**src/rtl/led_7seg_scan_ctrl_if.sv**
```systemverilog
// Display-side bus of the 7-segment scan controller: user load inputs plus the
// segment/select pin drive and status flags.
interface led_7seg_scan_ctrl_if #(
  parameter int unsigned DIGITS = 4
);
  logic                  load;
  logic [4*DIGITS-1:0]   digit_data;
  logic [DIGITS-1:0]     dp;
  logic [DIGITS-1:0]     blank_mask;
  logic [DIGITS-1:0]     blink_mask;
  logic [3:0]            brightness;
  logic [7:0]            seg;
  logic [DIGITS-1:0]     sel;
  logic                  busy;
  logic                  frame_start;

  modport master (
    output load, digit_data, dp, blank_mask, blink_mask, brightness,
    input  seg, sel, busy, frame_start
  );

  modport slave (
    input  load, digit_data, dp, blank_mask, blink_mask, brightness,
    output seg, sel, busy, frame_start
  );
endinterface

```
**src/rtl/led_7seg_scan_ctrl.sv**
```systemverilog
// Multiplexed 7-segment scanner: slot timer, guard time, 16-step PWM, blink,
// hex decode and double-buffered display registers committed at frame end.
module led_7seg_scan_ctrl #(
  parameter int unsigned DIGITS         = 4,
  parameter int unsigned GUARD_CLKS     = 2000,
  parameter int unsigned STEP_CLKS      = 3000,
  parameter int unsigned BLINK_FRAMES   = 32,
  parameter bit          SEG_ACTIVE_LOW = 1'b1,
  parameter bit          SEL_ACTIVE_LOW = 1'b1
) (
  input logic                  clk,
  input logic                  rst,
  led_7seg_scan_ctrl_if.slave  bus
);

  localparam int unsigned SLOT   = GUARD_CLKS + 16 * STEP_CLKS;
  localparam int unsigned SlotW  = $clog2(SLOT);
  localparam int unsigned DigW   = (DIGITS > 1) ? $clog2(DIGITS) : 1;
  localparam int unsigned SubW   = (STEP_CLKS > 1) ? $clog2(STEP_CLKS) : 1;
  localparam int unsigned FrameW = (BLINK_FRAMES > 1) ? $clog2(BLINK_FRAMES) : 1;

  localparam logic [SlotW-1:0]  SlotLast  = SlotW'(SLOT - 1);
  localparam logic [SlotW-1:0]  GuardEnd  = SlotW'(GUARD_CLKS);
  localparam logic [DigW-1:0]   DigLast   = DigW'(DIGITS - 1);
  localparam logic [SubW-1:0]   SubLast   = SubW'(STEP_CLKS - 1);
  localparam logic [FrameW-1:0] FrameLast = FrameW'(BLINK_FRAMES - 1);
  localparam logic [7:0]        SegOff    = {8{SEG_ACTIVE_LOW}};
  localparam logic [DIGITS-1:0] SelOff    = {DIGITS{SEL_ACTIVE_LOW}};

  // Scan timing state
  logic [SlotW-1:0]  slot_cnt_q;
  logic [DigW-1:0]   digit_idx_q;
  logic [3:0]        step_q;
  logic [SubW-1:0]   sub_q;
  logic [FrameW-1:0] frame_cnt_q;
  logic              blink_phase_q;

  // Active (displayed) and pending (loaded) buffers
  logic [4*DIGITS-1:0] act_data_q,  pend_data_q;
  logic [DIGITS-1:0]   act_dp_q,    pend_dp_q;
  logic [DIGITS-1:0]   act_blank_q, pend_blank_q;
  logic [DIGITS-1:0]   act_blink_q, pend_blink_q;
  logic                pend_valid_q;

  logic [7:0]        seg_q;
  logic [DIGITS-1:0] sel_q;
  logic              frame_start_q;

  logic              last_slot;
  logic              frame_end;
  logic              in_guard;
  logic [3:0]        nibble;
  logic              dark;
  logic              lit;
  logic [7:0]        seg_d;
  logic [DIGITS-1:0] sel_d;

  function automatic logic [6:0] hex_to_seg(input logic [3:0] n);
    logic [6:0] s;
    case (n)
      4'h0:    s = 7'h3F;
      4'h1:    s = 7'h06;
      4'h2:    s = 7'h5B;
      4'h3:    s = 7'h4F;
      4'h4:    s = 7'h66;
      4'h5:    s = 7'h6D;
      4'h6:    s = 7'h7D;
      4'h7:    s = 7'h07;
      4'h8:    s = 7'h7F;
      4'h9:    s = 7'h6F;
      4'hA:    s = 7'h77;
      4'hB:    s = 7'h7C;
      4'hC:    s = 7'h39;
      4'hD:    s = 7'h5E;
      4'hE:    s = 7'h79;
      default: s = 7'h71;
    endcase
    return s;
  endfunction

  always_comb begin
    last_slot = (slot_cnt_q == SlotLast);
    frame_end = last_slot && (digit_idx_q == DigLast);
    in_guard  = (slot_cnt_q < GuardEnd);
    nibble    = act_data_q[{digit_idx_q, 2'b00} +: 4];
    dark      = act_blank_q[digit_idx_q] | (act_blink_q[digit_idx_q] & blink_phase_q);
    lit       = !in_guard && (step_q < bus.brightness) && !dark;
    seg_d     = SegOff;
    sel_d     = SelOff;
    if (lit) begin
      seg_d = {act_dp_q[digit_idx_q], hex_to_seg(nibble)} ^ SegOff;
      sel_d = (DIGITS'(1) << digit_idx_q) ^ SelOff;
    end
  end

  always_ff @(posedge clk or posedge rst) begin
    if (rst) begin
      slot_cnt_q    <= '0;
      digit_idx_q   <= '0;
      step_q        <= '0;
      sub_q         <= '0;
      frame_cnt_q   <= '0;
      blink_phase_q <= 1'b0;
      act_data_q    <= '0;
      act_dp_q      <= '0;
      act_blank_q   <= '1;
      act_blink_q   <= '0;
      pend_data_q   <= '0;
      pend_dp_q     <= '0;
      pend_blank_q  <= '1;
      pend_blink_q  <= '0;
      pend_valid_q  <= 1'b0;
      seg_q         <= SegOff;
      sel_q         <= SelOff;
      frame_start_q <= 1'b0;
    end else begin
      // step_q/sub_q track (slot_cnt - GUARD_CLKS) / STEP_CLKS without a divider
      if (last_slot) begin
        slot_cnt_q  <= '0;
        step_q      <= '0;
        sub_q       <= '0;
        digit_idx_q <= (digit_idx_q == DigLast) ? '0 : digit_idx_q + DigW'(1);
      end else begin
        slot_cnt_q <= slot_cnt_q + SlotW'(1);
        if (!in_guard) begin
          if (sub_q == SubLast) begin
            sub_q  <= '0;
            step_q <= step_q + 4'd1;
          end else begin
            sub_q <= sub_q + SubW'(1);
          end
        end
      end

      if (frame_end) begin
        if (frame_cnt_q == FrameLast) begin
          frame_cnt_q   <= '0;
          blink_phase_q <= ~blink_phase_q;
        end else begin
          frame_cnt_q <= frame_cnt_q + FrameW'(1);
        end
      end

      // Commit takes the pending value from before this edge; a coincident load
      // then becomes the new pending value.
      if (frame_end && pend_valid_q) begin
        act_data_q   <= pend_data_q;
        act_dp_q     <= pend_dp_q;
        act_blank_q  <= pend_blank_q;
        act_blink_q  <= pend_blink_q;
        pend_valid_q <= 1'b0;
      end
      if (bus.load) begin
        pend_data_q  <= bus.digit_data;
        pend_dp_q    <= bus.dp;
        pend_blank_q <= bus.blank_mask;
        pend_blink_q <= bus.blink_mask;
        pend_valid_q <= 1'b1;
      end

      seg_q         <= seg_d;
      sel_q         <= sel_d;
      frame_start_q <= (digit_idx_q == '0) && (slot_cnt_q == '0);
    end
  end

  assign bus.seg         = seg_q;
  assign bus.sel         = sel_q;
  assign bus.busy        = pend_valid_q;
  assign bus.frame_start = frame_start_q;

endmodule

```
**src/flat_wrapper.sv**
```systemverilog
// flat-port wrapper written by rule: the top's interface ports become plain ports
module led_7seg_scan_ctrl_flat 
#(
  parameter int unsigned DIGITS         = 4,
  parameter int unsigned GUARD_CLKS     = 2000,
  parameter int unsigned STEP_CLKS      = 3000,
  parameter int unsigned BLINK_FRAMES   = 32,
  parameter bit          SEG_ACTIVE_LOW = 1'b1,
  parameter bit          SEL_ACTIVE_LOW = 1'b1
)
  (clk, rst, bus_load, bus_digit_data, bus_dp, bus_blank_mask, bus_blink_mask, bus_brightness, bus_seg, bus_sel, bus_busy, bus_frame_start);
  led_7seg_scan_ctrl_if #(.DIGITS(DIGITS)) bus_i ();
  input logic clk;
  input logic rst;
  input wire logic [$bits(bus_i.load)-1:0] bus_load;
  input wire logic [$bits(bus_i.digit_data)-1:0] bus_digit_data;
  input wire logic [$bits(bus_i.dp)-1:0] bus_dp;
  input wire logic [$bits(bus_i.blank_mask)-1:0] bus_blank_mask;
  input wire logic [$bits(bus_i.blink_mask)-1:0] bus_blink_mask;
  input wire logic [$bits(bus_i.brightness)-1:0] bus_brightness;
  output wire logic [$bits(bus_i.seg)-1:0] bus_seg;
  output wire logic [$bits(bus_i.sel)-1:0] bus_sel;
  output wire logic [$bits(bus_i.busy)-1:0] bus_busy;
  output wire logic [$bits(bus_i.frame_start)-1:0] bus_frame_start;
  assign bus_i.load = bus_load;
  assign bus_i.digit_data = bus_digit_data;
  assign bus_i.dp = bus_dp;
  assign bus_i.blank_mask = bus_blank_mask;
  assign bus_i.blink_mask = bus_blink_mask;
  assign bus_i.brightness = bus_brightness;
  assign bus_seg = bus_i.seg;
  assign bus_sel = bus_i.sel;
  assign bus_busy = bus_i.busy;
  assign bus_frame_start = bus_i.frame_start;
  led_7seg_scan_ctrl #(.DIGITS(DIGITS), .GUARD_CLKS(GUARD_CLKS), .STEP_CLKS(STEP_CLKS), .BLINK_FRAMES(BLINK_FRAMES), .SEG_ACTIVE_LOW(SEG_ACTIVE_LOW), .SEL_ACTIVE_LOW(SEL_ACTIVE_LOW)) u_core (.clk(clk), .rst(rst), .bus(bus_i));
endmodule
```
**config.mk**
```make
export PLATFORM = sky130hd
export DESIGN_NAME = led_7seg_scan_ctrl_flat
export DESIGN_NICKNAME = d
export VERILOG_FILES = /design/src/rtl/led_7seg_scan_ctrl_if.sv /design/src/rtl/led_7seg_scan_ctrl.sv /design/src/flat_wrapper.sv
export SDC_FILE = /design/constraint.sdc
export NUM_CORES = 1
export LEC_CHECK = 0
export ABC_AREA = 1
export CAP_MARGIN = 10
export CORE_UTILIZATION = 58
export DETAILED_ROUTE_END_ITERATION = 16
export PLACE_DENSITY = 0.77
export REMOVE_ABC_BUFFERS = 1
export SYNTH_ARGS = -nofsm -noshare
export SYNTH_HDL_FRONTEND = slang
export SYNTH_SLANG_ARGS = --single-unit
```
**constraint.sdc**
```tcl
create_clock -name clk -period 4.65 [get_ports clk]
set_clock_uncertainty 0.15 [all_clocks]
set_input_delay 0.465 -clock clk [delete_from_list [all_inputs] [get_ports clk]]
set_output_delay 0.465 -clock clk [all_outputs]
set_load 0.005 [all_outputs]
```
==> out/results.tsv, run 1 <==
stage	metric	value	unit
floorplan	height of the die	101	um
yosys	mapped cell area	5720	um^2
yosys	gate count of the mapped netlist	716	
drt	length of routed wiring on met1	4.99	mm
critical_path	CP Launch Type	flip-flop	
sta	final worst path period share	51.7	%
final_layout	design area	6480	um^2
yosys	flip-flop and latch count after synthesis	110	
drt	number of remaining DRC errors	0	
critical_path	type of element capturing the critical path	flip-flop	
clock_network	total CTS buffers	9	
sta	worst-margin pin slew	0.851	ns
critical_path	Critical Path RT	4.76	ns
pwr	Power Total	1720	uW
clock_network	clk_lat worst skew	0.38	ns
pwr	part of the total power dissipated in combinational logic	5.0	%
yosys	adder and majority gate portion of the synthesized area	4.16	%
drt	uppermost signal routing layer after detailed routing	met4	
place	count of buffers from port buffering	48	
place	routability cong.	0.901	
pwr	clock share of power	37.5	%
drt	met3 wire length	500	um
place	sum of net half-perimeters after detailed placement	8.37	mm
clock_network	clock-pin slew on the worst setup and hold paths	0.10	ns
final_layout	antenna diode count	0	
place	DP Area	6260	um^2
outcome	result of the run	complete, no violations	
drt	remaining antenna violation count after routing	0	
grt	wire length of the first global-routing pass	20.3	mm
sta	worst slew margin relative to its limit	43.2	%
yosys	share of synthesized cell area in and, or, nand and nor gates	31.1	%
floorplan	horizontal die dimension	101	um
sta	Final Max Tran Viols	0	
yosys	Syn. warnings	0	
grt	total global routing overflow	0	
grt	via count of the first global-routing pass	4633	
worst_hold_path	worst hold path type	in -> async	
sta	final setup TNS	0	ns
grt	maximum number of pins on one net before global-route repair	49	
floorplan	Die Area	10300	um^2
clock_network	Clock Root Buffer	clkbuf_8	
critical_path	launch point of the worst reg-to-reg path	u_core.digit_idx_q[0]	
sta	number of hold violations in the final report	0	
clock_network	cts-stage hold buffer count	0	
yosys	proportion of synthesized chip area in sequential cells	48.6	%
yosys	syn avg cell area	7.99	um^2
pwr	peak supply drop	0.236	mV
pwr	LEAKAGE	0.00323	uW
floorplan	Boundary Pins	49	
clock_network	CTS tree	done	
drt	met2 WL post-DR	5.90	mm
clock_network	number of setup buffers added after CTS	0	
critical_path	crit path from	u_core.digit_idx_q[0]	
grt	initial antenna violation count	0	
floorplan	Initial Utilization	60.7	%
final_layout	final non-filler cell total	894	
floorplan	Core Footprint	9420	um^2
final_layout	Finished Core Util	68.9	%
drt	wire per inst	12.9	um
yosys	count of cell types in the netlist	32	
critical_path	path type of the worst setup path	reg -> reg	
pwr	ratio of total power to cell area	265	nW/um^2
final_layout	layout cell share with drive strength beyond 1	11.5	%
drt	Post-Route WL	11.6	mm
drt	ratio of routed vias to standard cells	5.25	
sta	RSZ-0062 raised after global routing	false	
floorplan	placement row count	35	
critical_path	CP Max Fanout	45	
drt	number of iterations in the first detailed-routing pass	4	
sta	final number of setup-violating endpoints	0	
yosys	multiplexer share of the synthesized area	0	%
clock_network	Max clock buf depth	2	
clock_network	post-cts repair resize count	0	
drt	total number of vias	4693	
place	placed cell count	878	
job	max-cap violations	0	
drt	Initial DRC Count	245	
final_layout	synthesis-to-finish area growth	13.4	%
pwr	Internal Pwr Total	1340	uW
clock_network	H-tree depth	3	
pwr	sequential share of power	57.5	%
pwr	fraction of power spent switching nets	22.1	%
sta	minimum clock period after layout	2.41	ns
yosys	xor and xnor fraction of the mapped netlist area	1.38	%
clock_network	CTS sink count	110	
critical_path	endpoint arrival time on the critical path	2.51	ns
final_layout	count of nets after finishing	814	
pwr	switching component of the power	380	uW
yosys	main combinational cell family by area after synthesis	simple AND/OR/NAND/NOR gates	
grt	global-route usage over all layers	25.2	%
sta	Max Fclk	416	MHz
yosys	fraction of the mapped netlist area in compound gates	6.63	%
[worst max-delay path, stage by stage, from the launching register on]
cell and delay, ns:
dfrtp_1 0.68, ha_1 0.34, nand4_4 0.68, nand2_1 0.33, o21ai_2 0.08
[worst paths after layout]
| kind | endpoint | slack [ns] | cells after the start |
|---|---|---|---|
| worst min register to register | u_core.pend_blank_q[3] | 0.33 | 2 |
| worst max-delay path | u_core.act_dp_q[3] | 2.24 | 4 |
| worst max register to register | u_core.act_dp_q[3] | 2.24 | 4 |
| max in group asynchronous | u_core.pend_data_q[8] | 3.27 | 3 |
| worst min-delay path | u_core.sub_q[8] | 0.22 | 2 |
| min in group clk | u_core.pend_blank_q[3] | 0.33 | 2 |
[Yosys cell counts (all sizes together)]
cell,number,area [um^2]
buf,11,97.6
dfstp,20,526
nand3b,2,15.0
ha,19,238
or2,1,6.26
nand3,56,285
dfrtp,90,2250
xor2,9,78.8
nor3,13,65.1
nand4,10,77.6
nor2,61,274
o22ai,1,6.26
o21ai,52,324
o21bai,1,7.51
clkbuf,7,26.3
a21oi,7,35.0
nor4,1,6.26
clkinv,2,12.5
a31oi,1,6.26
inv,88,330
nand2,264,1050
[power groups by stage]
stage | logic, uW | registers [uW] | clock network, uW
after floorplan | 41.0 | 1000 | 0
after global placement | 85.3 | 1010 | 0
after detailed placement | 88.5 | 1010 | 0
after CTS | 89.1 | 989 | 659
after global routing | 99.9 | 992 | 692
final | 86.1 | 989 | 646
[per-stage QoR]
| step | hold slack [ns] | setup slack [ns] |
|---|---|---|
| after floorplan | 0.293 | 1.17 |
| after global placement | 0.306 | 2.26 |
| after detailed placement | 0.311 | 2.19 |
| after CTS | 0.224 | 2.25 |
| after global routing | 0.228 | 2.05 |
| final | 0.221 | 2.24 |
[flip-flops by register name, indices dropped and copies added (netlist names)]
register	count
u_core.slot_cnt_q	16
u_core.digit_idx_q	2
u_core.frame_cnt_q	5
u_core.bus.busy	1
u_core.blink_phase_q	1
u_core.pend_blink_q	4
u_core.bus.sel	4
u_core.step_q	4
u_core.sub_q	12
u_core.act_blank_q	4
u_core.bus.seg	8
u_core.pend_blank_q	4
u_core.act_dp_q	4
u_core.pend_data_q	16
u_core.bus.frame_start	1
u_core.pend_dp_q	4
u_core.act_blink_q	4
u_core.act_data_q	16
[final cells by class]
type                       instances  area (um^2)
clock inverter                     4         77.6
tap                              129          161
clock buffer                      12          145
multi-input combinational        498         2470
sequential                       110         2780
fill                             790         2930
inverter                          90          345
timing repair buffer              51          503
[cells in the final DEF (no fill, tap or decap), drive strengths merged]
cell / count
inv: 90
clkbuf: 12
nand4: 10
a21oi: 7
clkdlybuf4s50: 48
nand3: 56
dfstp: 20
a31oi: 1
o22ai: 1
or2: 1
o21ai: 52
nor2: 61
xor2: 9
nand3b: 2
dfrtp: 90
o21bai: 1
buf: 3
nor4: 1
nand2: 264
ha: 19
clkinv: 2
bufinv: 2
nor3: 13
[metal layers]
metal	up-vias	track usage, %
met5	-	0
met4	0	7.80
met3	20	6.21
met2	107	44.7
met1	2244	30.3
li1	2322	-
[cells by family after synthesis]
family	Yosys count
AND/OR/NAND/NOR	408
flip-flops	110
buffers and inverters	108
AO/OA/AOI/OAI	62
adder cells (fa/ha/maj)	19
XOR/XNOR	9
Note: power is estimated with default switching activity, not from simulation.
==> run 2: changes to the inputs <==
--- a/config.mk
+++ b/config.mk
@@ -7,9 +7,9 @@
 export LEC_CHECK = 0
 export ABC_AREA = 1
 export CAP_MARGIN = 10
-export CORE_UTILIZATION = 58
+export CORE_UTILIZATION = 53
 export DETAILED_ROUTE_END_ITERATION = 16
-export PLACE_DENSITY = 0.77
+export PLACE_DENSITY = 0.74
 export REMOVE_ABC_BUFFERS = 1
 export SYNTH_ARGS = -nofsm -noshare
 export SYNTH_HDL_FRONTEND = slang
==> constraint.sdc (replaced) <==
create_clock -name clk -period 2.07 [get_ports clk]
set_clock_uncertainty 0.15 [all_clocks]
set_input_delay 0.207 -clock clk [delete_from_list [all_inputs] [get_ports clk]]
set_output_delay 0.207 -clock clk [all_outputs]
set_load 0.005 [all_outputs]
==> run 2 against run 1 <==
Routed wire length decreased by 0.96%. Largest power group unchanged. Die area increased by 9.2%. Flip-flop and latch count is the same. First-iteration DRC count down 13%. Total power rose by 130%. Final area up 2.3%. Combinational power grew 140%. Global-route usage decreased by 2.7 points. Clock power increased by 130%. Final cell count grew 1.9%. Highest routed layer unchanged.
==> out/results.tsv, run 2 (synthesis gave the netlist of run 1 again) <==
stage	metric	value	unit
drt	wire per inst	12.6	um
drt	number of remaining DRC errors	0	
clock_network	Max clock buf depth	2	
critical_path	path type of the worst setup path	reg -> reg	
grt	routing layer with the top usage in global route	met2	
clock_network	CTS tree	done	
floorplan	Initial Utilization	55.1	%
worst_hold_path	worst hold path type	in -> async	
sta	Final Max Tran Viols	0	
grt	global-route usage over all layers	22.5	%
place	sum of net half-perimeters after detailed placement	8.46	mm
sta	RSZ-0062 raised after global routing	false	
final_layout	count of nets after finishing	824	
final_layout	largest registers in the final layout	u_core.act_data_q x16, u_core.pend_data_q x16, u_core.slot_cnt_q x16	
final_layout	number of filler cells placed in the layout	881	
outcome	result of the run	complete, no violations	
floorplan	Die Area	11200	um^2
drt	number of iterations in the first detailed-routing pass	5	
drt	remaining antenna violation count after routing	0	
critical_path	CP Max Fanout	12	
place	count of buffers from port buffering	48	
sta	worst slew margin relative to its limit	68.4	%
grt	initial antenna violation count	0	
floorplan	Core Footprint	10400	um^2
critical_path	type of element capturing the critical path	flip-flop	
final_layout	synthesis-to-finish area growth	16.0	%
place	routability cong.	0.852	
drt	ratio of routed vias to standard cells	5.10	
clock_network	H-tree depth	3	
floorplan	placement row count	37	
sta	final setup TNS	0	ns
floorplan	height of the die	106	um
drt	Post-Route WL	11.5	mm
sta	final number of setup-violating endpoints	0	
pwr	LEAKAGE	0.00330	uW
clock_network	number of setup buffers added after CTS	0	
final_layout	Finished Core Util	63.9	%
place	placed cell count	895	
drt	Initial DRC Count	212	
grt	M2 GR Usage	36.8	%
sta	post-route worst setup slack	0.218	ns
drt	total number of vias	4649	
grt	total global routing overflow	0	
critical_path	CP Launch Type	flip-flop	
grt	met3 Track Usage GR	4.08	%
final_layout	antenna diode count	0	
floorplan	Boundary Pins	49	
grt	wire length of the first global-routing pass	20.2	mm
critical_path	Critical Path RT	2.24	ns
grt	maximum number of pins on one net before global-route repair	47	
sta	number of hold violations in the final report	0	
grt	met1 capacity usage during global routing	29.8	%
critical_path	endpoint arrival time on the critical path	2.03	ns
clock_network	clock-pin slew on the worst setup and hold paths	0.10	ns
final_layout	most frequent cells in the layout	245 x nand2_1, 90 x dfrtp_1, 84 x inv_1	
clock_network	CTS sink count	110	
sta	Max Fclk	540	MHz
sta	final worst path period share	89.5	%
place	Placement Setup Slack	0.167	ns
grt	via count of the first global-routing pass	4598	
job	max-cap violations	0	
clock_network	Clock Root Buffer	clkbuf_8	
pwr	ratio of total power to cell area	586	nW/um^2
floorplan	horizontal die dimension	106	um
sta	worst-margin pin slew	0.474	ns
final_layout	final non-filler cell total	911	
clock_network	clk_lat worst skew	0.37	ns
critical_path	crit path from	u_core.digit_idx_q[0]	
sta	minimum clock period after layout	1.85	ns
critical_path	launch point of the worst reg-to-reg path	u_core.digit_idx_q[0]	
pwr	peak supply drop	0.586	mV
clock_network	total CTS buffers	9	
final_layout	layout cell share with drive strength beyond 1	12.8	%
final_layout	most common cell after layout, fill and taps aside	nand2_1	
run 2: stage by stage:
step	area [um^2]	hold WS (ns)	total power (uW)
4_1_cts	6630	0.0525	3940
3_5_place_dp	6390	0.312	2470
2_1_floorplan	5590	0.131	2350
3_3_place_gp	6390	0.304	2470
6_report	6630	0.0575	3880
5_1_grt	6630	0.0713	4040
run 2: critical path: stages, from the launching register on:
cell	delay [ns]
dfrtp_1	0.40
inv_2	0.19
nand2_1	0.08
nand3_1	0.09
nand2_1	0.16
inv_1	0.14
ha_1	0.21
inv_1	0.06
o21ai_0	0.18
nand2_1	0.08
nand2_1	0.05
run 2: routing by layer:
metal  part of all wire (%)  vias up
li1                       -     2333
met3                    3.7       25
met1                     46     2180
met5                      0        -
met4                    2.1        0
met2                     48      111
run 2: final cells by class:
class	count	area [um^2]	share of cell area (%)
clock buffer	11	141	2.13
clock inverter	5	90.1	1.36
inverter	90	345	5.21
multi-input combinational	498	2480	37.4
sequential	110	2780	41.9
tap	136	170	2.57
timing repair buffer	61	628	9.47
run 2: path summary, 6_finish.rpt:
| kind | endpoint | slack, ns | depth (start not counted) |
|---|---|---|---|
| worst min-delay path | u_core.digit_idx_q[0] | 0.06 | 2 |
| worst max register to register | u_core.bus.seg[5] | 0.22 | 10 |
| worst min register to register | u_core.pend_blank_q[3] | 0.33 | 2 |
| min in group clk | u_core.pend_blank_q[3] | 0.20 | 3 |
| worst max-delay path | u_core.bus.seg[5] | 0.22 | 10 |
| max in group asynchronous | u_core.pend_blank_q[3] | 1.08 | 3 |
run 2: power breakdown:
group | total (uW) | switching [uW] | internal (uW) | leakage, uW
clock network | 1460 | 725 | 732 | 0.000114
logic | 207 | 112 | 95.3 | 0.00178
registers | 2220 | 17.2 | 2200 | 0.00140
total | 3880 | 854 | 3030 | 0.00330
run 2: repair_timing:
action	4_1_cts	5_1_grt
endpoints found under the setup margin	0	7
gates resized for setup	0	1
hold buffers	0	0
==> run 3: changes to the inputs <==
--- a/config.mk
+++ b/config.mk
@@ -11,6 +11,7 @@
 export DETAILED_ROUTE_END_ITERATION = 16
 export PLACE_DENSITY = 0.74
 export REMOVE_ABC_BUFFERS = 1
+export SKIP_CTS_REPAIR_TIMING = 1
 export SYNTH_ARGS = -nofsm -noshare
 export SYNTH_HDL_FRONTEND = slang
 export SYNTH_SLANG_ARGS = --single-unit
==> results of run 3 <==
The final DEF is identical to that of run 2; final timing and power are the same.
